`src/rtl/loader_pkg.sv`:
```
// Shared definitions for the byte-stream program loader: field widths,
// the default frame-start byte and the loader FSM state encoding.
package loader_pkg;

  localparam int BYTE_W = 8;   // width of one stream byte
  localparam int LEN_W  = 16;  // width of the frame length field
  localparam int WORD_W = 32;  // width of one assembled instruction word

  localparam logic [BYTE_W-1:0] MAGIC_DEFAULT = 8'hA5;

  typedef enum logic [2:0] {
    S_IDLE,
    S_LEN_HI,
    S_LEN_LO,
    S_DATA,
    S_WRITE,
    S_CHECK,
    S_RUN,
    S_ERROR
  } state_e;

endpackage

```
`src/rtl/loader_word_packer.sv`:
```
// Byte-to-word packer for the program loader. Shifts accepted data bytes
// MSB first into a 32-bit word, counts bytes within the current word and
// keeps the running XOR checksum of every byte it is told to fold in.
module loader_word_packer
  import loader_pkg::*;
(
  input  logic              clk_i,
  input  logic              rst_i,
  input  logic              clear_i,     // start of a new frame
  input  logic              csum_en_i,   // fold byte_i into the checksum
  input  logic              shift_en_i,  // shift byte_i into the word
  input  logic [BYTE_W-1:0] byte_i,
  output logic [WORD_W-1:0] word_next_o, // word including byte_i
  output logic [BYTE_W-1:0] csum_o,
  output logic              word_full_o  // byte_i completes the word
);

  logic [WORD_W-1:0] word_q;
  logic [1:0]        cnt_q;
  logic [BYTE_W-1:0] csum_q;

  assign word_next_o = {word_q[WORD_W-BYTE_W-1:0], byte_i};
  assign word_full_o = shift_en_i && (cnt_q == 2'd3);
  assign csum_o      = csum_q;

  // Shift register, byte-in-word counter and running checksum.
  always_ff @(posedge clk_i) begin
    // NOTE: state registers use non-blocking assignments so every flop
    // samples pre-edge values regardless of statement order.
    if (rst_i || clear_i) begin
      word_q <= '0;
      cnt_q  <= '0;
      csum_q <= '0;
    end else begin
      if (csum_en_i) begin
        csum_q <= csum_q ^ byte_i;
      end
      if (shift_en_i) begin
        word_q <= word_next_o;
        cnt_q  <= cnt_q + 2'd1;  // wraps 3 -> 0 at each full word
      end
    end
  end

endmodule

```
`src/rtl/program_loader.sv`:
```
// Boot loader in front of the single-cycle core. Accepts a framed program
// (MAGIC, LEN_HI, LEN_LO, LEN big-endian words, CSUM) on a byte
// valid/ready port, writes the words to instruction memory and holds the
// core in reset until a frame with a matching checksum has fully loaded.
module program_loader
  import loader_pkg::*;
#(
  parameter int                  WL        = 32,
  parameter int                  DEPTH     = 256,
  parameter logic [WL-1:0]       LOAD_BASE = '0,
  parameter logic [BYTE_W-1:0]   MAGIC     = MAGIC_DEFAULT
) (
  input  logic          CLK,
  input  logic          RST,
  input  logic [7:0]    rx_data,
  input  logic          rx_valid,
  output logic          rx_ready,
  output logic          im_we,
  output logic [WL-1:0] im_addr,
  output logic [WL-1:0] im_wdata,
  output logic          core_rst,
  output logic          done,
  output logic          error
);

  localparam logic [LEN_W-1:0] DEPTH_L  = LEN_W'(DEPTH);
  localparam logic [WL-1:0]    ADDR_ONE = WL'(1);

  state_e            state_q;
  logic              rx_ready_q;
  logic              im_we_q;
  logic [WL-1:0]     im_addr_q;
  logic [WL-1:0]     im_wdata_q;
  logic              core_rst_q;
  logic              done_q;
  logic              error_q;
  logic [LEN_W-1:0]  len_q;
  logic [LEN_W-1:0]  count_q;

  logic              rx_fire;
  logic              is_magic;
  logic              frame_start;
  logic              csum_en;
  logic              shift_en;
  logic [LEN_W-1:0]  len_d;
  logic [LEN_W-1:0]  count_d;
  logic [WORD_W-1:0] word_next;
  logic [BYTE_W-1:0] csum;
  logic              word_full;

  assign rx_fire  = rx_valid && rx_ready_q;
  assign is_magic = (rx_data == MAGIC);
  assign len_d    = {len_q[LEN_W-1:BYTE_W], rx_data};
  assign count_d  = count_q + LEN_W'(1);

  // Packer control: MAGIC in a resting state opens a frame; length and
  // data bytes feed the checksum; only data bytes build words.
  always_comb begin
    frame_start = 1'b0;
    csum_en     = 1'b0;
    shift_en    = 1'b0;
    unique case (state_q)
      S_IDLE, S_RUN, S_ERROR: frame_start = rx_fire && is_magic;
      S_LEN_HI, S_LEN_LO:     csum_en     = rx_fire;
      S_DATA: begin
        csum_en  = rx_fire;
        shift_en = rx_fire;
      end
      default: ;
    endcase
  end

  loader_word_packer u_packer (
    .clk_i       (CLK),
    .rst_i       (RST),
    .clear_i     (frame_start),
    .csum_en_i   (csum_en),
    .shift_en_i  (shift_en),
    .byte_i      (rx_data),
    .word_next_o (word_next),
    .csum_o      (csum),
    .word_full_o (word_full)
  );

  // Loader FSM with registered outputs; a stalled byte leaves everything held.
  always_ff @(posedge CLK) begin
    if (RST) begin
      state_q    <= S_IDLE;
      rx_ready_q <= 1'b1;
      im_we_q    <= 1'b0;
      im_addr_q  <= LOAD_BASE;
      im_wdata_q <= '0;
      core_rst_q <= 1'b1;
      done_q     <= 1'b0;
      error_q    <= 1'b0;
      len_q      <= '0;
      count_q    <= '0;
    end else begin
      // WRITE is the only state that drops ready or raises the write strobe,
      // and it always lasts one cycle, so these defaults undo it.
      rx_ready_q <= 1'b1;
      im_we_q    <= 1'b0;
      unique case (state_q)
        S_IDLE: begin
          if (rx_fire && is_magic) state_q <= S_LEN_HI;
        end
        S_LEN_HI: begin
          if (rx_fire) begin
            len_q   <= {rx_data, len_q[BYTE_W-1:0]};
            state_q <= S_LEN_LO;
          end
        end
        S_LEN_LO: begin
          if (rx_fire) begin
            len_q <= len_d;
            if (len_d == '0) begin
              state_q <= S_CHECK;
            end else if (len_d > DEPTH_L) begin
              state_q <= S_ERROR;
              error_q <= 1'b1;
            end else begin
              state_q   <= S_DATA;
              im_addr_q <= LOAD_BASE;
              count_q   <= '0;
            end
          end
        end
        S_DATA: begin
          if (word_full) begin
            state_q    <= S_WRITE;
            im_we_q    <= 1'b1;
            rx_ready_q <= 1'b0;
            im_wdata_q <= WL'(word_next);
          end
        end
        S_WRITE: begin
          im_addr_q <= im_addr_q + ADDR_ONE;
          count_q   <= count_d;
          state_q   <= (count_d == len_q) ? S_CHECK : S_DATA;
        end
        S_CHECK: begin
          if (rx_fire) begin
            if (rx_data == csum) begin
              state_q    <= S_RUN;
              core_rst_q <= 1'b0;
              done_q     <= 1'b1;
            end else begin
              state_q <= S_ERROR;
              error_q <= 1'b1;
            end
          end
        end
        S_RUN: begin
          if (rx_fire && is_magic) begin
            state_q    <= S_LEN_HI;
            core_rst_q <= 1'b1;
            done_q     <= 1'b0;
          end
        end
        S_ERROR: begin
          if (rx_fire && is_magic) begin
            state_q <= S_LEN_HI;
            error_q <= 1'b0;
          end
        end
        default: state_q <= S_IDLE;
      endcase
    end
  end

  assign rx_ready = rx_ready_q;
  assign im_we    = im_we_q;
  assign im_addr  = im_addr_q;
  assign im_wdata = im_wdata_q;
  assign core_rst = core_rst_q;
  assign done     = done_q;
  assign error    = error_q;

endmodule

```
`config.mk`:
```
export PLATFORM = sky130hd
export DESIGN_NAME = program_loader
export DESIGN_NICKNAME = d
export VERILOG_FILES = /design/src/rtl/loader_pkg.sv /design/src/rtl/loader_word_packer.sv /design/src/rtl/program_loader.sv
export SDC_FILE = /design/constraint.sdc
export NUM_CORES = 1
export LEC_CHECK = 0
export CORE_ASPECT_RATIO = 0.9
export CORE_MARGIN = 4
export CORE_UTILIZATION = 30
export CTS_BUF_LIST = sky130_fd_sc_hd__clkbuf_8
export CTS_CLUSTER_SIZE = 40
export DETAILED_ROUTE_END_ITERATION = 10
export REMOVE_ABC_BUFFERS = 1
export SLEW_MARGIN = 10
export SYNTH_ARGS = -nofsm -noshare
export SYNTH_HDL_FRONTEND = slang
export SYNTH_SLANG_ARGS = --single-unit
```
`constraint.sdc`:
```
create_clock -name CLK -period 3.51 [get_ports CLK]
set_input_delay 0.351 -clock CLK [delete_from_list [all_inputs] [get_ports CLK]]
set_output_delay 0.351 -clock CLK [all_outputs]
set_load 0.1 [all_outputs]
```
Yosys cells after proc, flatten, opt, wreduce, memory -nomap -nowiden
Index checks and enable logic that the tools add are counted.
{"block": "word_totals", "reg_bits": 138, "in_bits": 11, "word_cells": 104, "output_inout_bits": 69}
{"block": "classes", "reduce_logical": 19, "magnitude_cmp": 1, "bitwise_logic": 4, "eq_ne": 23, "mux": 40, "addsub": 3}
{"op": "32-bit 2-to-1 mux", "count": 3}
{"op": "16-bit 2-to-1 mux", "count": 4}
{"op": "16-bit case mux with 2 select lines", "count": 2}
{"op": "32-bit case mux with 2 select lines", "count": 1}
{"op": "32-bit by 1-bit adder with 32-bit output, second input constant", "count": 1}
{"op": "3-bit 2-to-1 mux", "count": 8}
{"op": "2-bit inequality test, second input constant", "count": 10}
{"op": "3-bit case mux with 6 select lines", "count": 1}
{"op": "1-bit 2-to-1 mux", "count": 17}
{"op": "16-bit by 1-bit adder with 16-bit output, second input constant", "count": 1}
{"op": "16-bit equality test", "count": 1}
{"op": "16-bit by 9-bit > comparator with 1-bit output, second input constant", "count": 1}
{"op": "16-bit zero test", "count": 1}
{"op": "3-bit equality test, second input constant", "count": 4}
{"op": "8-bit equality test", "count": 1}
{"op": "8-bit equality test, second input constant", "count": 1}
{"op": "8-bit 2-to-1 mux", "count": 1}
{"op": "4-bit AND reduction", "count": 2}
{"op": "8-bit XOR", "count": 1}
{"op": "7-bit AND reduction", "count": 1}
{"op": "3-bit by 2-bit equality test with 1-bit output, second input constant", "count": 2}
{"op": "3-bit AND reduction", "count": 2}
{"op": "3-bit OR reduction", "count": 2}
{"op": "5-bit AND reduction", "count": 1}
{"op": "14 further kinds", "count": 21}

Depth between registers and ports, before layout
Gate-level depths: netlist (run 1).
{"block": "logic_depth", "ltp_word": 5, "mapped_depth": 9, "mapped_depth_nobuf": 7}

Modules after synthesis
From an unflattened synthesis (run 1), not the netlist that was laid out.
{"block": "hier_totals", "hier_cells": 784, "hier_area_um2": 6542.5}
{"mod": "program_loader", "instances": 1, "cells_each": 654, "area_per_inst_um2": 5098.6, "seq_area_each_um2": 2082.0}
{"mod": "loader_word_packer", "instances": 1, "cells_each": 130, "area_per_inst_um2": 1443.9, "seq_area_each_um2": 680.7}

Least setup slack after synthesis (run 1)
OpenSTA, ideal clock, no wires.
{"block": "synth_path", "path_type": "register -> register", "start": "reg rx_ready_q (netlist: rx_ready)", "end": "reg im_wdata_q[26] (netlist: im_wdata[26])", "period_less_slack_ns": 2.767, "required_time_ns": 3.439, "t_arrival_ns": 2.696, "stages_incl_launch_ff": 8, "path_slack_ns": 0.743, "path_cell_list": "dfxtp_1 nand2_1 nor4_2 and2_1 clkbuf_1 clkbuf_1 nand2_1 a21oi_1"}
{"block": "synth_between", "elab_chain_len": 4}
{"element": "from (decl)", "line_no": "program_loader.sv:30", "source": "logic rx_ready_q;"}
{"element": "from (signal assigned)", "line_no": "program_loader.sv:89", "source": "rx_ready_q <= 1'b1;"}
{"element": "from (signal assigned)", "line_no": "program_loader.sv:101", "source": "rx_ready_q <= 1'b1;"}
{"element": "from (signal assigned)", "line_no": "program_loader.sv:132", "source": "rx_ready_q <= 1'b0;"}
{"element": "1-bit logical AND", "line_no": "program_loader.sv:51", "source": "assign rx_fire = rx_valid && rx_ready_q;"}
{"element": "1-bit 2-to-1 mux", "line_no": "program_loader.sv:62", "source": "unique case (state_q)"}
{"element": "1-bit logical AND", "line_no": "loader_word_packer.sv:23", "source": "assign word_full_o = shift_en_i && (cnt_q == 2'd3);"}
{"element": "2-bit AND reduction (no source line)"}
{"element": "to (signal assigned)", "line_no": "program_loader.sv:133", "source": "im_wdata_q <= WL'(word_next);"}
{"element": "to (decl)", "line_no": "program_loader.sv:33", "source": "logic [WL-1:0] im_wdata_q;"}
No other way between the ends.
A chain may end at the register's enable or synchronous reset.

Final worst setup path (run 1)
{"block": "layout_path", "start": "reg count_q[0]", "end": "reg state_q[1]"}
{"block": "layout_between", "elab_chain_len": 4}
{"element": "from (decl)", "line_no": "program_loader.sv:38", "source": "logic [LEN_W-1:0] count_q;"}
{"element": "from (signal assigned)", "line_no": "program_loader.sv:138", "source": "count_q <= count_d;"}
{"element": "16-bit by 1-bit adder with 16-bit output", "line_no": "program_loader.sv:54", "source": "assign count_d = count_q + LEN_W'(1);"}
{"element": "16-bit equality test", "line_no": "program_loader.sv:139", "source": "state_q <= (count_d == len_q) ? S_CHECK : S_DATA;"}
{"element": "3-bit 2-to-1 mux", "line_no": "program_loader.sv:139"}
{"element": "3-bit case mux with 6 select lines", "line_no": "program_loader.sv:103", "source": "unique case (state_q)"}
{"element": "to (signal assigned)", "line_no": "program_loader.sv:139"}
{"element": "to (decl)", "line_no": "program_loader.sv:29", "source": "state_e state_q;"}
No other way between the ends.

==> qor.log, run 1 <==
qor: run_status.run_status complete, no violations
qor: clocking.tritoncts yes
qor: timing.slew_at_the_pin_closest_to_its_max_slew_limit 1.04 ns
qor: timing.fmaxAchievable 370 MHz
qor: final_layout.final-instance-count-excl-fill 1138
qor: route.detailedRoute.firstPassIterationCount 4
qor: final_layout.syn2layout_area_growth 24.5%
qor: power_and_ir_drop.p_leak 2.56 nW
qor: global_routing.grt_use_total 14.0%
qor: yosys.ys_seq_area_share 44.4%
qor: timing.setup_viol 0
qor: timing.hold_viol 0
qor: placement.place.detailed.hpwl 10.8 mm
qor: floorplanning.floorplan.initialDensity 30.9%
qor: global_routing.gr-usage-met3 4.11%
qor: global_routing.globalRouteOverflowTotal 0
qor: global_routing.grt_start_max_net_pins 71
qor: timing.final_max_slew_viol_count 0
qor: min_path.worst_hold_path.num_cells 2
qor: yosys.synth_top_area_share 44.4%
qor: global_routing.via_count_of_the_first_global_routing_pass 5096
qor: yosys.ys_warns 0
qor: clocking.cts.repair_timing.setup_buffer_count 0
qor: route.via_per_inst 5.06
qor: power_and_ir_drop.fin_total_pwr 3.24 mW
qor: yosys.synth_top_flop_cell dfxtp_1
qor: power_and_ir_drop.power.density 417 nW/µm²
qor: yosys.post_synthesis_adder_cell_area_fraction 0.603%
qor: critical_path.cp.buffers_inverters 0
qor: floorplanning.die_x 160 µm
qor: critical_path.timing.setup.critical_path_class flop to flop
qor: route.via_count 5759
qor: critical_path.critPathSlowestCell nor4_1
qor: clocking.cts_inserted_buffers 17
qor: floorplanning.placeableCoreArea 20200 µm²
qor: floorplanning.floorplan.die.height 145 µm
qor: route.antenna_left 0
qor: clocking.htreeDepth 4
qor: yosys.area_share_of_xor_xnor_cells_in_the_synthesized_design 5.77%
qor: route.dr.first_iter.drc_count 337
qor: min_path.timing.hold.worst.class input pin to flop
qor: global_routing.antenna_found_initial 0
qor: yosys.largest_family_of_logic_cells_by_synthesized_area simple AND/OR/NAND/NOR gates
qor: critical_path.crit_cells 7
qor: critical_path.critical-path-max-stage-delay 0.69 ns
qor: final_layout.design.final.nets 884
qor: floorplanning.placement_rows 49
qor: yosys.synth_simple_gate_area_share 25.9%
qor: critical_path.worst_path_dominant_cell_family simple AND/OR/NAND/NOR gates
qor: route.wirelength 16.1 mm
qor: yosys.async_flop_share 0%
qor: final_layout.post-route-util 38.4%
qor: yosys.ys_types 53
qor: timing.fin_crit_sh 77.0%
qor: placement.placed_cells 1106
qor: critical_path.cp_data_arrival_time 3.03 ns
qor: critical_path.worstSetupStartpointType flop
qor: global_routing.grt.met2_usage 19.6%
qor: yosys.yosysMostFrequentCell nand2_1
qor: clocking.clock_sinks 138
qor: global_routing.groute.layer.met1.usage 20.8%
qor: critical_path.worstSetupEndpointType flop
qor: yosys.synth_top_cells_by_count 172 x nand2_1, 138 x dfxtp_1, 127 x a21oi_1
qor: power_and_ir_drop.ir_worst_vdd 0.000239 V
qor: placement.port_buffers 79
qor: timing.slew_headroom 30.7%
qor: clocking.cts.hold.buffers_added 0
qor: yosys.synth-edff-count 0
qor: route.drt_drc_violations_left 0
qor: route.route.detailed.wl_per_inst 14.2 µm
qor: timing.worst_hold_slack 0.170 ns
qor: critical_path.crit_path_cell_trace ha_1, nand3_1, nor4_1, xnor2_1, o2111ai_1, nor4_1, a21oi_1
qor: timing.final.setup_skew 0.0136 ns
qor: clocking.clock_path_buffers 2
qor: job.max_cap_viol_count 0
qor: yosys.yosys_register_bits 138
qor: timing.rsz0062_at_grt false
qor: final_layout.antenna-diode-count 0
qor: yosys.synth.area.mux_share 0.643%
qor: clocking.clock_tree.root_cell clkbuf_8
qor: yosys.syn_area_per_cell 7.82 µm²
qor: floorplanning.io-pin-count 80
qor: critical_path.worst-path-max-fanout 7
qor: critical_path.ff2ff_path_depth 7
qor: clocking.cts.reportedPaths.clkPinSlew 0.08 ns
qor: global_routing.grt-busiest-layer met1
qor: global_routing.grt_first_pass_wirelength 26.5 mm
qor: yosys.synth_compound_gate_area_share 18.9%
qor: timing.post-route-min-period 2.70 ns
qor: clocking.clock_insertion_delay_worst_skew 0.45 ns
qor: yosys.combined_area_of_all_synthesized_cells 6220 µm²
qor: floorplanning.die_area 23100 µm²
qor: yosys.syn_inst 796
qor: placement.gp_congestion 0.786
qor: critical_path.cp.required 3.83 ns
qor: critical_path.path_common_cell nor4_1
qor: yosys.synth_top_cell_by_area dfxtp_1
qor: final_layout.post_route_cells_drive_above_1_share 7.25%
qor: clocking.cts.repair.resized 0
qor: yosys.post_synth_main_area_contributors dfxtp_1 44%, nand2_1 10%, a21oi_1 10%
[cell usage in the layout (no fill, tap or decap), drive strengths merged, types with 3 or more instances in the layout]
cell and count:
xor2 23, buf 25, ha 3, clkinv 3, nor4 7, mux2i 4, clkdlybuf4s50 78, and3 10
nand4 11, and2 5, bufinv 3, o31ai 4, and4 6, nor2 42, o21ai 38, o211ai 5
nand2 172, o2111ai 5, a21oi 127, nand3b 4, dfxtp 138, clkbuf 17, or3 27, nor3 13
a31oi 5, inv 17, nand3 34, clkinvlp 4, nor2b 3, xnor2 18, or4 7
[flip-flops by register name (all words and copies together) (netlist names), 2 cells and up]
register and flops:
im_wdata 32, u_packer.cnt_q 2, u_packer.csum_o 8, count_q 16, im_addr 32, len_q 16, u_packer.word_q 24, state_q 3
[cells by family (layout without fill, tap and decap cells)]
family          after synthesis  after routing
simple gates                345            345
compound gates              205            205
flops                       138            138
buf+inv                      60            147
xor+xnor                     41             41
mux                           4              4
fa+ha+maj                     3              3
[stage by stage]
step / instance area [µm²] / setup slack (ns) / TNS [ns]
finish: 7750 / 0.806 / 0
global route: 7750 / 0.675 / 0
global placement: 7330 / 0.418 / 0
CTS: 7750 / 0.853 / 0
detailed placement: 7330 / 0.406 / 0
floorplan: 6030 / -0.281 / -9.17
[per-layer routing]
| layer | vias up | share of wire [%] |
|---|---|---|
| met5 | - | 0 |
| met4 | 0 | 0.80 |
| met3 | 9 | 5.5 |
| met2 | 117 | 41 |
| met1 | 2698 | 53 |
| li1 | 2935 | - |
[layout make-up]
class,instances,area (µm²)
clock inverter,15,190
inverter,12,45.0
timing repair buffer,103,966
multi-input combinational,598,3230
clock buffer,17,234
fill,2063,12400
sequential,138,2760
tap,255,319
[worst paths after layout]
kind	startpoint	to	slack (ns)
max reg2reg	count_q[0]	state_q[1]	0.81
min reg2reg	u_packer.word_q[18]	im_wdata[26]	0.46
max	count_q[0]	state_q[1]	0.81
min	RST	im_wdata[12]	0.17
[where the power goes]
group / total, mW / internal (mW) / switching (mW)
logic: 0.226 / 0.0804 / 0.146
registers: 1.60 / 1.58 / 0.0220
clock network: 1.40 / 0.717 / 0.687
Note: power is estimated with default switching activity, not from simulation.
==> run 2, diff against run 1 <==
==> constraint.sdc (replaced) <==
create_clock -name CLK -period 2.2 [get_ports CLK]
set_input_delay 0.22 -clock CLK [delete_from_list [all_inputs] [get_ports CLK]]
set_output_delay 0.22 -clock CLK [all_outputs]
set_load 0.1 [all_outputs]
==> run 2 against run 1 <==
Effect of this change: die area stayed put; register-to-register slack got worse by 0.70 ns; sequential power rose by 59%; via count grew 5.6%; global-route usage grew 0.70 points; setup slack got worse by 0.73 ns; clock skew shrank 0.0028 ns; clock power increased by 50%; core utilization rose by 3.1 points; total power increased by 59%; first-iteration DRC count is 36% higher; worst hold slack better by 0.012 ns; critical endpoint is now im_addr[13]; largest cell class unchanged; largest power group unchanged.
==> qor.log, run 2 (synthesized netlist as in run 1, its figures left out) <==
qor: run_status.run_status complete, no violations
qor: final_layout.syn2layout_area_growth 34.4%
qor: route.dr.first_iter.drc_count 459 [+36%]
qor: timing.slew_headroom 65.7% [+35 points]
qor: final_layout.final-instance-count-excl-fill 1219 [+7.1%]
qor: critical_path.worst-path-max-fanout 8 [+1]
qor: final_layout.antenna-diode-count 0 [unchanged]
qor: floorplanning.placeableCoreArea 20200 µm² [unchanged]
qor: clocking.tritoncts yes
qor: critical_path.cp_data_arrival_time 2.52 ns [-0.51 ns]
qor: floorplanning.die_x 160 µm [unchanged]
qor: min_path.worst_hold_path.num_cells 3 [+1]
qor: route.wirelength 17.3 mm [+7.3%]
qor: power_and_ir_drop.fin_total_pwr 5.13 mW [+59%]
qor: route.via_per_inst 4.99 [-1.4%]
qor: route.drt_drc_violations_left 0 [unchanged]
qor: clocking.cts_inserted_buffers 17 [unchanged]
qor: clocking.clock_sinks 138 [unchanged]
qor: timing.rsz0062_at_grt true
qor: timing.hold_viol 0 [unchanged]
qor: final_layout.most-common-layout-cells 171 x nand2_1, 164 x buf_4, 133 x dfxtp_1, 124 x a21oi_1, 42 x nor2_1
qor: route.route.detailed.wl_per_inst 14.2 µm [+0.18%]
qor: placement.placed_cells 1179 [+6.6%]
qor: floorplanning.placement_rows 49 [unchanged]
qor: final_layout.filler_cell_count 2061 [-0.097%]
qor: final_layout.layout_commonest_cell nand2_1
qor: route.via_count 6080 [+5.6%]
qor: placement.place.detailed.hpwl 12.1 mm [+12%]
qor: critical_path.cp.required 2.59 ns [-1.24 ns]
qor: global_routing.globalRouteOverflowTotal 0 [unchanged]
qor: clocking.clock_path_buffers 2 [unchanged]
qor: placement.port_buffers 79 [unchanged]
qor: timing.final_max_slew_viol_count 0 [unchanged]
qor: floorplanning.floorplan.initialDensity 30.9% [unchanged]
qor: global_routing.grt_start_max_net_pins 49 [-31%]
qor: power_and_ir_drop.power.density 613 nW/µm² [+47%]
qor: clocking.clock_tree.root_cell clkbuf_8
qor: global_routing.grt_use_total 14.7% [+0.70 points]
qor: critical_path.rr_endpoint im_addr[13]
qor: timing.final.setup_skew 0.0108 ns [-0.00280 ns]
qor: critical_path.crit-reg2reg-launch len_q[12]
qor: clocking.clock_insertion_delay_worst_skew 0.45 ns [about the same]
qor: final_layout.regArea 2780 µm² [+0.50%]
qor: floorplanning.io-pin-count 80 [unchanged]
qor: timing.post-route-min-period 2.12 ns
qor: min_path.timing.hold.worst.class input pin to flop
qor: route.antenna_left 0 [unchanged]
qor: timing.fin_crit_sh 96.6%
qor: global_routing.grt_first_pass_wirelength 27.9 mm [+5.3%]
qor: min_path.timing.hold.worst_endpoint core_rst
qor: critical_path.ff2ff_path_depth 7 [unchanged]
qor: final_layout.post_route_cells_drive_above_1_share 24.5% [+17 points]
qor: final_layout.design.final.nets 965 [+9.2%]
qor: power_and_ir_drop.ir_worst_vdd 0.000336 V [+41%]
qor: min_path.hold_path.startpoint RST
qor: power_and_ir_drop.p_leak 3.19 nW [+25%]
qor: placement.gp_congestion 0.847 [+7.8%]
qor: clocking.cts.reportedPaths.clkPinSlew 0.08 ns [about the same]
qor: clocking.htreeDepth 4 [unchanged]
qor: critical_path.timing.setup.critical_path_class input pin to flop
qor: clocking.cts.hold.buffers_added 0 [unchanged]
qor: critical_path.ff2ff_setup_slack 0.11 ns [-0.70 ns]
qor: global_routing.via_count_of_the_first_global_routing_pass 5518 [+8.3%]
qor: job.max_cap_viol_count 0 [unchanged]
qor: floorplanning.die_area 23100 µm² [unchanged]
qor: route.detailedRoute.firstPassIterationCount 5 [+1]
qor: final_layout.multiInputGateArea 3360 µm² [+3.8%]
qor: timing.setup_viol 0 [unchanged]
qor: global_routing.antenna_found_initial 1 [+1]
qor: critical_path.worstSetupStartpointType input pin
qor: timing.slew_at_the_pin_closest_to_its_max_slew_limit 0.513 ns [-0.523 ns]
qor: critical_path.worstSetupEndpointType flop
qor: timing.fmaxAchievable 471 MHz
qor: floorplanning.floorplan.die.height 145 µm [unchanged]
run 2: changes by cell type in the layout (fill, tap and decap cells not counted), moves of 5 or more:
cell,before,now
buf_4,24,164
clkdlybuf4s50_1,78,1
buf_12,0,5
dfxtp_1,138,133
buf_6,0,5
run 2: where the power goes:
group	leakage [nW]	switching, mW	internal [mW]
registers	1.12	0.0288	2.52
logic	1.87	0.275	0.204
clock network	0.204	1.06	1.05
run 2: per-stage QoR:
step	worst slack (ns)	TNS (ns)	cell area, µm²	hold WS (ns)	utilization, %
after floorplan	-1.59	-96.90	6030	0.289	-
after global placement	-0.640	-32.50	7760	0.442	38.5
after detailed placement	-0.637	-33.63	7760	0.447	38.5
after CTS	0.0208	0	8250	0.141	40.9
after global routing	-0.0494	-0.0817	8370	0.167	41.5
final	0.0756	0	8370	0.182	41.5
run 2: worst max path at each step:
stage | from | endpoint | slack, ns | cells past startpoint
CTS | count_q[8] | state_q[2] | 0.02 | 7
detailed placement | rx_data[4] | im_addr[11] | -0.64 | 8
finish | rx_data[0] | im_addr[13] | 0.08 | 8
global placement | rx_data[5] | im_addr[11] | -0.64 | 8
floorplan | rx_ready | im_wdata[0] | -1.59 | 5
global route | len_q[12] | im_addr[13] | -0.05 | 7
run 2: area by class of cell:
cell class / count / area share (%)
multi-input cells: 598 / 40.1
flip-flops and latches: 138 / 33.2
repair buffers: 184 / 17.6
well taps: 255 / 3.81
clock buffers: 18 / 2.96
clock inverters: 14 / 1.76
inverters: 12 / 0.538
run 2: critical path, cell delays in order:
cell and delay [ns]:
dlygate4sd2_1 0.25, or4_4 0.53, o21a_4 0.24, o31ai_4 0.35, buf_6 0.16, o211ai_1 0.21, or3_1 0.43, a21oi_2 0.13
run 2: per-layer routing:
| metal | vias to the layer above | GRT usage [%] | share of wire (%) |
|---|---|---|---|
| met3 | 17 | 3.85 | 5.0 |
| met1 | 2839 | 21.2 | 51 |
| li1 | 3085 | - | - |
| met5 | - | 0 | 0.046 |
| met4 | 2 | 4.48 | 1.1 |
| met2 | 137 | 21.7 | 43 |
run 2: timing repair:
item,in CTS,in global routing
gates resized for setup,18,29
pin swaps,9,10
setup endpoints to repair,42,44
buffers inserted,5,3
==> run 3, diff against run 2 <==
--- a/config.mk
+++ b/config.mk
@@ -9,7 +9,7 @@
 export CORE_MARGIN = 4
 export CORE_UTILIZATION = 30
 export CTS_BUF_LIST = sky130_fd_sc_hd__clkbuf_8
-export CTS_CLUSTER_SIZE = 40
+export CTS_CLUSTER_SIZE = 20
 export DETAILED_ROUTE_END_ITERATION = 10
 export REMOVE_ABC_BUFFERS = 1
 export SLEW_MARGIN = 10
==> results of run 3 <==
Final layout, timing and power as in run 2 (identical DEF).
